[config.mk]
export PLATFORM = sky130hd
export DESIGN_NAME = hd44780_lcd_responder
export DESIGN_NICKNAME = d
export VERILOG_FILES = /design/src/rtl/hd44780_lcd_responder.sv
export SDC_FILE = /design/constraint.sdc
export NUM_CORES = 2
export LEC_CHECK = 0
export ABC_AREA = 1
export CAP_MARGIN = 20
export CORE_UTILIZATION = 45
export DETAILED_ROUTE_END_ITERATION = 12
export PLACE_DENSITY_LB_ADDON = 0.1
export SLEW_MARGIN = 5
export SYNTH_ARGS = -nofsm -noshare
export SYNTH_HDL_FRONTEND = slang
export SYNTH_SLANG_ARGS = --single-unit
[constraint.sdc]
create_clock -name clock -period 3 [get_ports clock]
set_input_delay 0.45 -clock clock [delete_from_list [all_inputs] [get_ports clock]]
set_output_delay 0.45 -clock clock [all_outputs]
set_load 0.05 [all_outputs]
[src/rtl/hd44780_lcd_responder.sv]
// LCD-module side of the 4-bit HD44780 bus: captures controller strobes, keeps DDRAM,
// address counter, display flags and busy timer, answers reads, and reports executed traffic.
module hd44780_lcd_responder #(
   parameter int BUSY_CYCLES  = 2000,
   parameter int CLEAR_CYCLES = 82000,
   parameter int SYNC_STAGES  = 2
) (
   input  logic       clock,
   input  logic       reset,
   input  logic [3:0] lcd_data,
   input  logic       lcd_rs,
   input  logic       lcd_rw,
   input  logic       lcd_en,
   input  logic       lcd_on,
   output logic [3:0] lcd_data_out,
   output logic       lcd_data_oe,
   output logic       busy,
   output logic [6:0] cursor_addr,
   output logic       four_bit_mode,
   output logic       two_line_mode,
   output logic       display_on,
   output logic       cursor_on,
   output logic       blink_on,
   output logic       cmd_valid,
   output logic [7:0] cmd_code,
   output logic       char_valid,
   output logic [6:0] char_addr,
   output logic [7:0] char_code,
   output logic [7:0] protocol_errors,
   input  logic [6:0] peek_addr,
   output logic [7:0] peek_data,
   output logic       debug_phase
);

   localparam int CNT_MAX = (CLEAR_CYCLES > BUSY_CYCLES) ? CLEAR_CYCLES : BUSY_CYCLES;
   localparam int CW      = $clog2(CNT_MAX + 1);

   typedef enum logic {PH_HIGH = 1'b0, PH_LOW = 1'b1} phase_t;

   phase_t        phase_q, phase_d;
   logic [6:0]    sync_q [SYNC_STAGES];
   logic [6:0]    sync_d;
   logic [7:0]    ddram [128];
   logic [6:0]    ac;
   logic          inc_mode, cgram_sel;
   logic [3:0]    hold_nib;
   logic [CW-1:0] busy_cnt;

   logic          en_s, rs_s, rw_s, en_d, rs_d, rw_d;
   logic [3:0]    data_d;
   logic          fall, rd_stb, rd_step, err_stb, hold_load, exec, long_cmd, clear_stb, rd_low;
   logic [7:0]    exec_byte, rd_byte;
   logic [3:0]    rd_nib;

   // Address-counter step with the one-line / two-line wrap; out-of-range values snap back.
   function automatic logic [6:0] step_ac(input logic [6:0] a, input logic inc, input logic two);
      logic [6:0] r;
      r = a;
      if (two) begin
         if (inc) begin
            if (a < 7'h27 || (a >= 7'h40 && a < 7'h67)) r = a + 7'd1;
            else if (a < 7'h40)                         r = 7'h40;
            else                                        r = 7'h00;
         end else begin
            if (a == 7'h00 || a > 7'h67)      r = 7'h67;
            else if (a <= 7'h27 || a > 7'h40) r = a - 7'd1;
            else                              r = 7'h27;
         end
      end else begin
         if (inc) r = (a >= 7'h4F) ? 7'h00 : a + 7'd1;
         else     r = (a == 7'h00 || a > 7'h4F) ? 7'h4F : a - 7'd1;
      end
      return r;
   endfunction

   // Bus is {en, rs, rw, data}; sync_d lags the last stage so rs/rw/data align with en_d.
   always_ff @(posedge clock) begin
      if (reset) begin
         for (int i = 0; i < SYNC_STAGES; i++) sync_q[i] <= '0;
         sync_d <= '0;
      end else begin
         sync_q[0] <= {lcd_en, lcd_rs, lcd_rw, lcd_data};
         for (int i = 1; i < SYNC_STAGES; i++) sync_q[i] <= sync_q[i-1];
         sync_d <= sync_q[SYNC_STAGES-1];
      end
   end

   assign en_s   = sync_q[SYNC_STAGES-1][6];
   assign rs_s   = sync_q[SYNC_STAGES-1][5];
   assign rw_s   = sync_q[SYNC_STAGES-1][4];
   assign en_d   = sync_d[6];
   assign rs_d   = sync_d[5];
   assign rw_d   = sync_d[4];
   assign data_d = sync_d[3:0];
   assign fall   = lcd_on & en_d & ~en_s;
   assign busy   = (busy_cnt != '0);

   always_ff @(posedge clock) begin
      if (reset) phase_q <= PH_HIGH;
      else       phase_q <= phase_d;
   end

   always_comb begin
      phase_d   = phase_q;
      rd_stb    = 1'b0;
      err_stb   = 1'b0;
      hold_load = 1'b0;
      exec      = 1'b0;
      exec_byte = 8'h00;
      if (fall) begin
         if (rw_d) begin
            rd_stb = 1'b1;
            if (four_bit_mode) phase_d = (phase_q == PH_HIGH) ? PH_LOW : PH_HIGH;
         end else if (busy) begin
            err_stb = 1'b1;
         end else if (four_bit_mode && phase_q == PH_HIGH) begin
            hold_load = 1'b1;
            phase_d   = PH_LOW;
         end else begin
            exec      = 1'b1;
            exec_byte = four_bit_mode ? {hold_nib, data_d} : {data_d, 4'h0};
            phase_d   = PH_HIGH;
         end
      end
   end

   assign rd_step   = rd_stb & rs_d & (~four_bit_mode | (phase_q == PH_LOW));
   assign long_cmd  = (exec_byte[7:2] == 6'd0) && (exec_byte[1:0] != 2'd0);
   assign clear_stb = exec & ~rs_d & (exec_byte == 8'h01);

   // cmd_valid/char_valid are single-cycle strobes with no ready: the observer must take
   // cmd_code or char_addr/char_code on the same cycle the strobe is high.
   always_ff @(posedge clock) begin
      if (reset) begin
         ac              <= 7'h00;
         inc_mode        <= 1'b1;
         cgram_sel       <= 1'b0;
         hold_nib        <= 4'h0;
         busy_cnt        <= '0;
         four_bit_mode   <= 1'b0;
         two_line_mode   <= 1'b0;
         display_on      <= 1'b0;
         cursor_on       <= 1'b0;
         blink_on        <= 1'b0;
         cmd_valid       <= 1'b0;
         cmd_code        <= 8'h00;
         char_valid      <= 1'b0;
         char_addr       <= 7'h00;
         char_code       <= 8'h00;
         protocol_errors <= 8'h00;
      end else begin
         cmd_valid  <= 1'b0;
         char_valid <= 1'b0;
         if (busy) busy_cnt <= busy_cnt - CW'(1);
         if (hold_load) hold_nib <= data_d;
         if (err_stb && protocol_errors != 8'hFF) protocol_errors <= protocol_errors + 8'd1;
         if (rd_step) begin
            ac       <= step_ac(ac, inc_mode, two_line_mode);
            busy_cnt <= CW'(BUSY_CYCLES);
         end
         if (exec && !rs_d) begin
            cmd_valid <= 1'b1;
            cmd_code  <= exec_byte;
            busy_cnt  <= long_cmd ? CW'(CLEAR_CYCLES) : CW'(BUSY_CYCLES);
            casez (exec_byte)
               8'b1???????: begin ac <= exec_byte[6:0]; cgram_sel <= 1'b0; end
               8'b01??????: cgram_sel <= 1'b1;
               8'b001?????: begin
                  four_bit_mode <= ~exec_byte[4];
                  two_line_mode <= exec_byte[3];
               end
               8'b0001????: if (!exec_byte[3]) ac <= step_ac(ac, exec_byte[2], two_line_mode);
               8'b00001???: begin
                  display_on <= exec_byte[2];
                  cursor_on  <= exec_byte[1];
                  blink_on   <= exec_byte[0];
               end
               8'b000001??: inc_mode <= exec_byte[1];
               8'b0000001?: begin ac <= 7'h00; cgram_sel <= 1'b0; end
               8'b00000001: begin ac <= 7'h00; inc_mode <= 1'b1; cgram_sel <= 1'b0; end
               default: ;
            endcase
         end
         if (exec && rs_d) begin
            busy_cnt <= CW'(BUSY_CYCLES);
            if (!cgram_sel) begin
               char_valid <= 1'b1;
               char_addr  <= ac;
               char_code  <= exec_byte;
               ac         <= step_ac(ac, inc_mode, two_line_mode);
            end
         end
      end
   end

   // Flop array so reset and clear-display wipe every cell in a single cycle.
   always_ff @(posedge clock) begin
      if (reset || clear_stb) begin
         for (int i = 0; i < 128; i++) ddram[i] <= 8'h20;
      end else if (exec && rs_d && !cgram_sel) begin
         ddram[ac] <= exec_byte;
      end
      peek_data <= ddram[peek_addr];
   end

   assign rd_byte     = ddram[ac];
   assign rd_low      = four_bit_mode & (phase_q == PH_LOW);
   assign lcd_data_oe = lcd_on & en_s & rw_s;

   always_comb begin
      rd_nib = 4'h0;
      if (rs_s) rd_nib = rd_low ? rd_byte[3:0] : rd_byte[7:4];
      else      rd_nib = rd_low ? ac[3:0] : {busy, ac[6:4]};
      lcd_data_out = lcd_data_oe ? rd_nib : 4'h0;
   end

   assign cursor_addr = ac;
   assign debug_phase = (phase_q == PH_LOW);

endmodule

-- Word-level counts from Yosys, hierarchy flattened
Memory sizes are Yosys's and may differ from the RTL's. A register that Yosys moved wholly into a read port is not among the register bits.
Cells that the tools add are included.
- register bits: 76
- latch bits: 0
- bits in writable memories: 1038
- bits in read-only memories: 0
- input bits: 17
- output and inout bits: 60
- logic and storage cells: 163
- memories: 2
- add/subtract/negate cells: 4
- $mul: 0
- div/mod/pow operators: 0
- magnitude comparators: 9
- equal/unequal tests: 10
- shift-type cells: 0
- multiplexer cells: 67
- bitwise logic cells: 19
- reductions and logical operators: 33
- memories (memory ; words ; bits a word ; rd ports ; clocked after Yosys merged registers in ; wr ports ; RTL line ; source):
    ddram ; 128 ; 8 ; 2 ; 2 ; 128 ; 43 ; logic [7:0] ddram [128];
    sync_q ; 2 ; 7 ; 2 ; 0 ; 2 ; 41 ; logic [6:0] sync_q [SYNC_STAGES];
- operator list (kind ; count):
    $mux W7 ; 21
    $mux W17 ; 4
    $mux W8 ; 6
    $mux W1 ; 28
    $gt A7 B7 Y1 const B ; 3
    $pmux W7 S3 ; 1
    $reduce_bool A17 Y1 ; 1
    $sub A17 B1 Y17 const B ; 1
    $mux W4 ; 4
    $ge A7 B7 Y1 const B ; 2
    $lt A7 B7 Y1 const B ; 2
    $mux W11 ; 1
    $reduce_and A2 Y1 ; 5
    $and A1 B1 Y1 ; 9
    $add A8 B1 Y8 const B ; 1
    $eq A8 B1 Y1 const B ; 1
    $ne A8 B8 Y1 const B ; 1
    $reduce_or A8 Y1 ; 1
    $add A7 B1 Y7 const B ; 1
    $eq A7 B1 Y1 const B ; 1
    $le A7 B6 Y1 const B ; 1
    $logic_and A1 B1 Y1 ; 7
    $logic_not A7 Y1 ; 1
    $lt A7 B6 Y1 const B ; 1
    other kinds (20) ; 38

-- Longest topological paths before layout
- word-level depth: 14
- depth in mapped cells: 20
- depth with buffers taken out: 17

-- Worst setup path after synthesis
Ideal clock, no wire load.
- kind: register -> output
- from: register, netlist name cursor_addr[1]
- to: output port lcd_data_out[2]
- data arrival time: 3.196 ns
- data required time: 2.550 ns
- slack: -0.646 ns
- cell stages (with the launch flop): 14
- path buffers: 3
- cells stage by stage: dfxtp_1 > clkbuf_1 > nand2_1 > nor2_1 > clkbuf_1 > clkbuf_1 > a22oi_1 > nand4_1 > nand2_1 > a21oi_1 > nor2_1 > nand2_1 > nand2_1 > a21oi_1
- RTL lines (element ; RTL line ; source):
    to (decl) ; 15 ; output logic [3:0] lcd_data_out,

-- Worst setup path after layout
- from: register ac[0], in the netlist cursor_addr[0]
- to: output port lcd_data_out[0]
- word-level cells in the longest chain between the ends: 3
- ends and longest elaborated chain (element ; RTL line ; source):
    from (decl) ; 44 ; logic [6:0] ac;
    from (signal assigned) ; 158 ; ac <= step_ac(ac, inc_mode, two_line_mode);
    from (signal assigned) ; 190 ; ac <= step_ac(ac, inc_mode, two_line_mode);
    $mux W4 ; 213 ; else rd_nib = rd_low ? ac[3:0] : {busy, ac[6:4]};
    $mux W4 ; 212 ; if (rs_s) rd_nib = rd_low ? rd_byte[3:0] : rd_byte[7:4];
    $mux W4 ; 214 ; lcd_data_out = lcd_data_oe ? rd_nib : 4'h0;
No other way between the ends.

==> results.ini <==
[logic_synthesis]
dominantRegCellSynth=edfxtp_1
ys_ff_latch=1122
synth_cells=7388
synth_area_per_cell_um2=8.13
yosys.area.top_type=edfxtp_1
syn-cell-area_um2=60100
synth_warnings=0
synth_nets=7411
yosysSeqAreaShare_pct=54.4
synthTopCellsByArea=edfxtp_1 51%, nand2_1 11%, nor2_1 11%, o21ai_0 6.8%, dfxtp_1 3.3%
async_flop_share_pct=0
yosysTopAreaCellShare_pct=51.2
synth_edf_count=1024
synth_cell_types=50

[detailed_routing]
wl_um=268000
ant_nets=0
routedWlPerCell_um=27.3
drcViolationCount=0
drtIter0Drc=9032
vias_per_cell=6.09
dr.pass1.iters=7
vias=59800

[final_layout]
drive_above_1_share_pct=18.3
final_common_cell=nor2_1
area_growth_pct=27.6
most-common-layout-cells=1617 x nor2_1, 1589 x nand2_1, 1024 x edfxtp_1, 807 x o21ai_0, 634 x buf_4
fin_nets=7990
fin_cells=9821
finalInstanceArea_um2=76700

[sta]
tightest_slew_ns=1.12
setup_viol=4
fmaxAchievable_mhz=254
holdWs_ns=0.105
rsz0062_at_grt=yes
setup_ws_ns=-0.933
max_slew_margin_pct=25.3
skew_ns=0.0348
period_share_pct=131
tns_ns=-3.70
hold_viol=0
finalMaxSlewViolations=0
fin_crit_ns=3.93

[global_route]
grt_pass1_wl_um=373000
grt_max_degree=132
grt.met1_usage_pct=49.8
grt_pass1_vias=55300
overflow=0
grt-busiest-layer=met2
antenna_found_initial=8
grtUsageTotal_pct=37.6
grt_use_met3_pct=9.01
met2_usage_pct=56.3

[place]
dp.cells=9499
post_dp_cell_area_um2=69600
globalplace.congestion=1.01
io_buffer_count=76
dp_hpwl_um=175000

[floorplanning]
core_um2=132000
rows=133
dieArea_um2=135000
ios=77
die_x_um=367
die_y_um=367
initial_core_util_pct=45.5

[clock_tree]
cts_buffers=131
clk_latency_ns=0.82
ctsHoldBuffers=0
clk_pin_slew_ns=0.06
cts_root_buf=clkbuf_16
cts_num_sinks=1122
cts.path.max_buffers=3
htreeDepth=4
cts_tree=yes

[power]
p_sw_share_pct=25.5
p_sw_mw=9.80
power.leakage_nw=29.0
power_frac_seq_pct=47.0
pwr-share-comb_pct=11.0
max-vdd-ir-drop_mv=0.723
power.density_nw_per_um2=501
p_int_mw=28.6
power.share.clock_pct=42.0

[setup_path]
crit_path_end_kind=output port
r2r_end=cursor_addr[6]$_SDFF_PP0_
start_kind=register
cp.required_ns=2.55
arrival_ns=3.48
r2r_slack_ns=0.01
reg2reg_depth=16
path_max_fanout=17
path_class=reg2out
timing.rr.start=cursor_addr[5]$_SDFF_PP0_

[min_path]
min_from=reset
min_path_type=in2reg
whs_path_depth=4
hold_path_end=char_valid$_SDFF_PP0_

[job]
maxCapViolCount=0

[status]
violations=setup timing
status=finished, violations left

-- power groups by stage --
stage / sequential [mW] / combinational, mW / clock (mW)
final: 18.1 / 4.23 / 16.1
after global routing: 18.1 / 4.51 / 16.8
after CTS: 18.0 / 3.94 / 16.2
after detailed placement: 18.3 / 3.87 / 0
after global placement: 18.3 / 3.83 / 0
after floorplan: 18.2 / 2.08 / 0
-- Yosys cell counts, types with 2 or more instances --
cell type,n
edfxtp_1,1024
o2bb2ai_1,4
and3_1,4
nand3_1,310
a211oi_1,18
a31oi_1,6
clkinv_1,7
nand2_2,43
o21ai_0,819
buf_1,42
inv_1,284
nor2_1,1681
nor3_1,25
o21bai_1,2
nor2_2,9
nand2_1,1735
ha_1,6
a21oi_1,252
nor2_4,9
o311ai_0,2
o21a_1,3
buf_6,3
and2_1,8
o22ai_1,187
a22o_1,2
o211ai_1,59
o221ai_1,47
nand3b_1,29
nand4_1,44
inv_2,10
a22oi_1,72
buf_4,15
xor2_1,4
a21boi_0,4
dfxtp_1,98
o31ai_1,4
clkbuf_1,484
or2_2,11
buf_2,11
-- layer usage --
metal,part of all wire (%),vias up
met2,43,4238
met4,6.5,4
met1,37,28500
met5,0.012,-
li1,-,26200
met3,13,870
-- flip-flops by register name, summed over array words and instances (netlist names), 8 cells and up --
name             cells
cmd_code             8
char_code            8
peek_data            8
sync_q              14
protocol_errors      8
ddram             1024
busy_cnt            17
-- metrics by stage --
| stage | utilization [%] | power, mW | setup WS (ns) |
|---|---|---|---|
| after global placement | 52.7 | 22.1 | -0.646 |
| after floorplan | - | 20.3 | 0.00335 |
| after CTS | 56.7 | 38.2 | -0.906 |
| after global routing | 58.1 | 39.4 | -0.985 |
| after detailed placement | 52.7 | 22.2 | -0.652 |
| final | 58.1 | 38.4 | -0.933 |
-- cell type report --
type | count | area (µm²)
antenna | 2 | 5.00
clock buffer | 164 | 3540
clock inverter | 66 | 702
fill | 11600 | 55300
inverter | 301 | 1240
multi-input combinational | 5410 | 25200
sequential | 1122 | 32700
tap | 1755 | 2200
timing repair buffer | 1001 | 11100
-- critical path, cell delays in order (launching register included) --
cell	delay (ns)
dfxtp_4	0.46
inv_8	0.07
buf_12	0.15
buf_12	0.16
buf_12	0.16
nand2_1	0.06
a21oi_1	0.07
o21ai_1	0.17
nand2_1	0.08
nand2_2	0.11
nand4_1	0.30
a21oi_2	0.36
nand3_2	0.13
nand2_4	0.13
a21oi_4	0.08
buf_12	0.18
-- cell families after synthesis --
kind of cell	Yosys count	share of synthesized area, %
xor+xnor	4	0.0583
buf+inv	856	5.50
flops	1122	54.4
simple gates	3915	26.1
compound gates	1485	13.8
fa+ha+maj	6	0.125
-- what timing repair did --
action,4_1_cts,5_1_grt
buffers inserted,12,50
cloned,10,20
endpoints found under the hold margin,0,0
pin swaps,35,64
gates resized for setup,184,273
setup endpoints to repair,217,1721
-- worst max path at each step --
stage                                    startpoint  depth (start not counted)                         end  slack, ns
after floorplan           cursor_addr[1]$_SDFF_PP0_                         16             lcd_data_out[3]      0.003
after global placement                       lcd_on                         21  ddram[23][3]$_SDFFCE_PN0P_      -0.65
after detailed placement                     lcd_on                         21  ddram[55][4]$_SDFFCE_PN0P_      -0.65
after CTS                 cursor_addr[0]$_SDFF_PP0_                         20             lcd_data_out[3]      -0.91
after global routing      cursor_addr[1]$_SDFF_PP0_                         19             lcd_data_out[3]      -0.98
final                     cursor_addr[0]$_SDFF_PP0_                         15             lcd_data_out[0]      -0.93
Power figures use the tool's default switching activity.
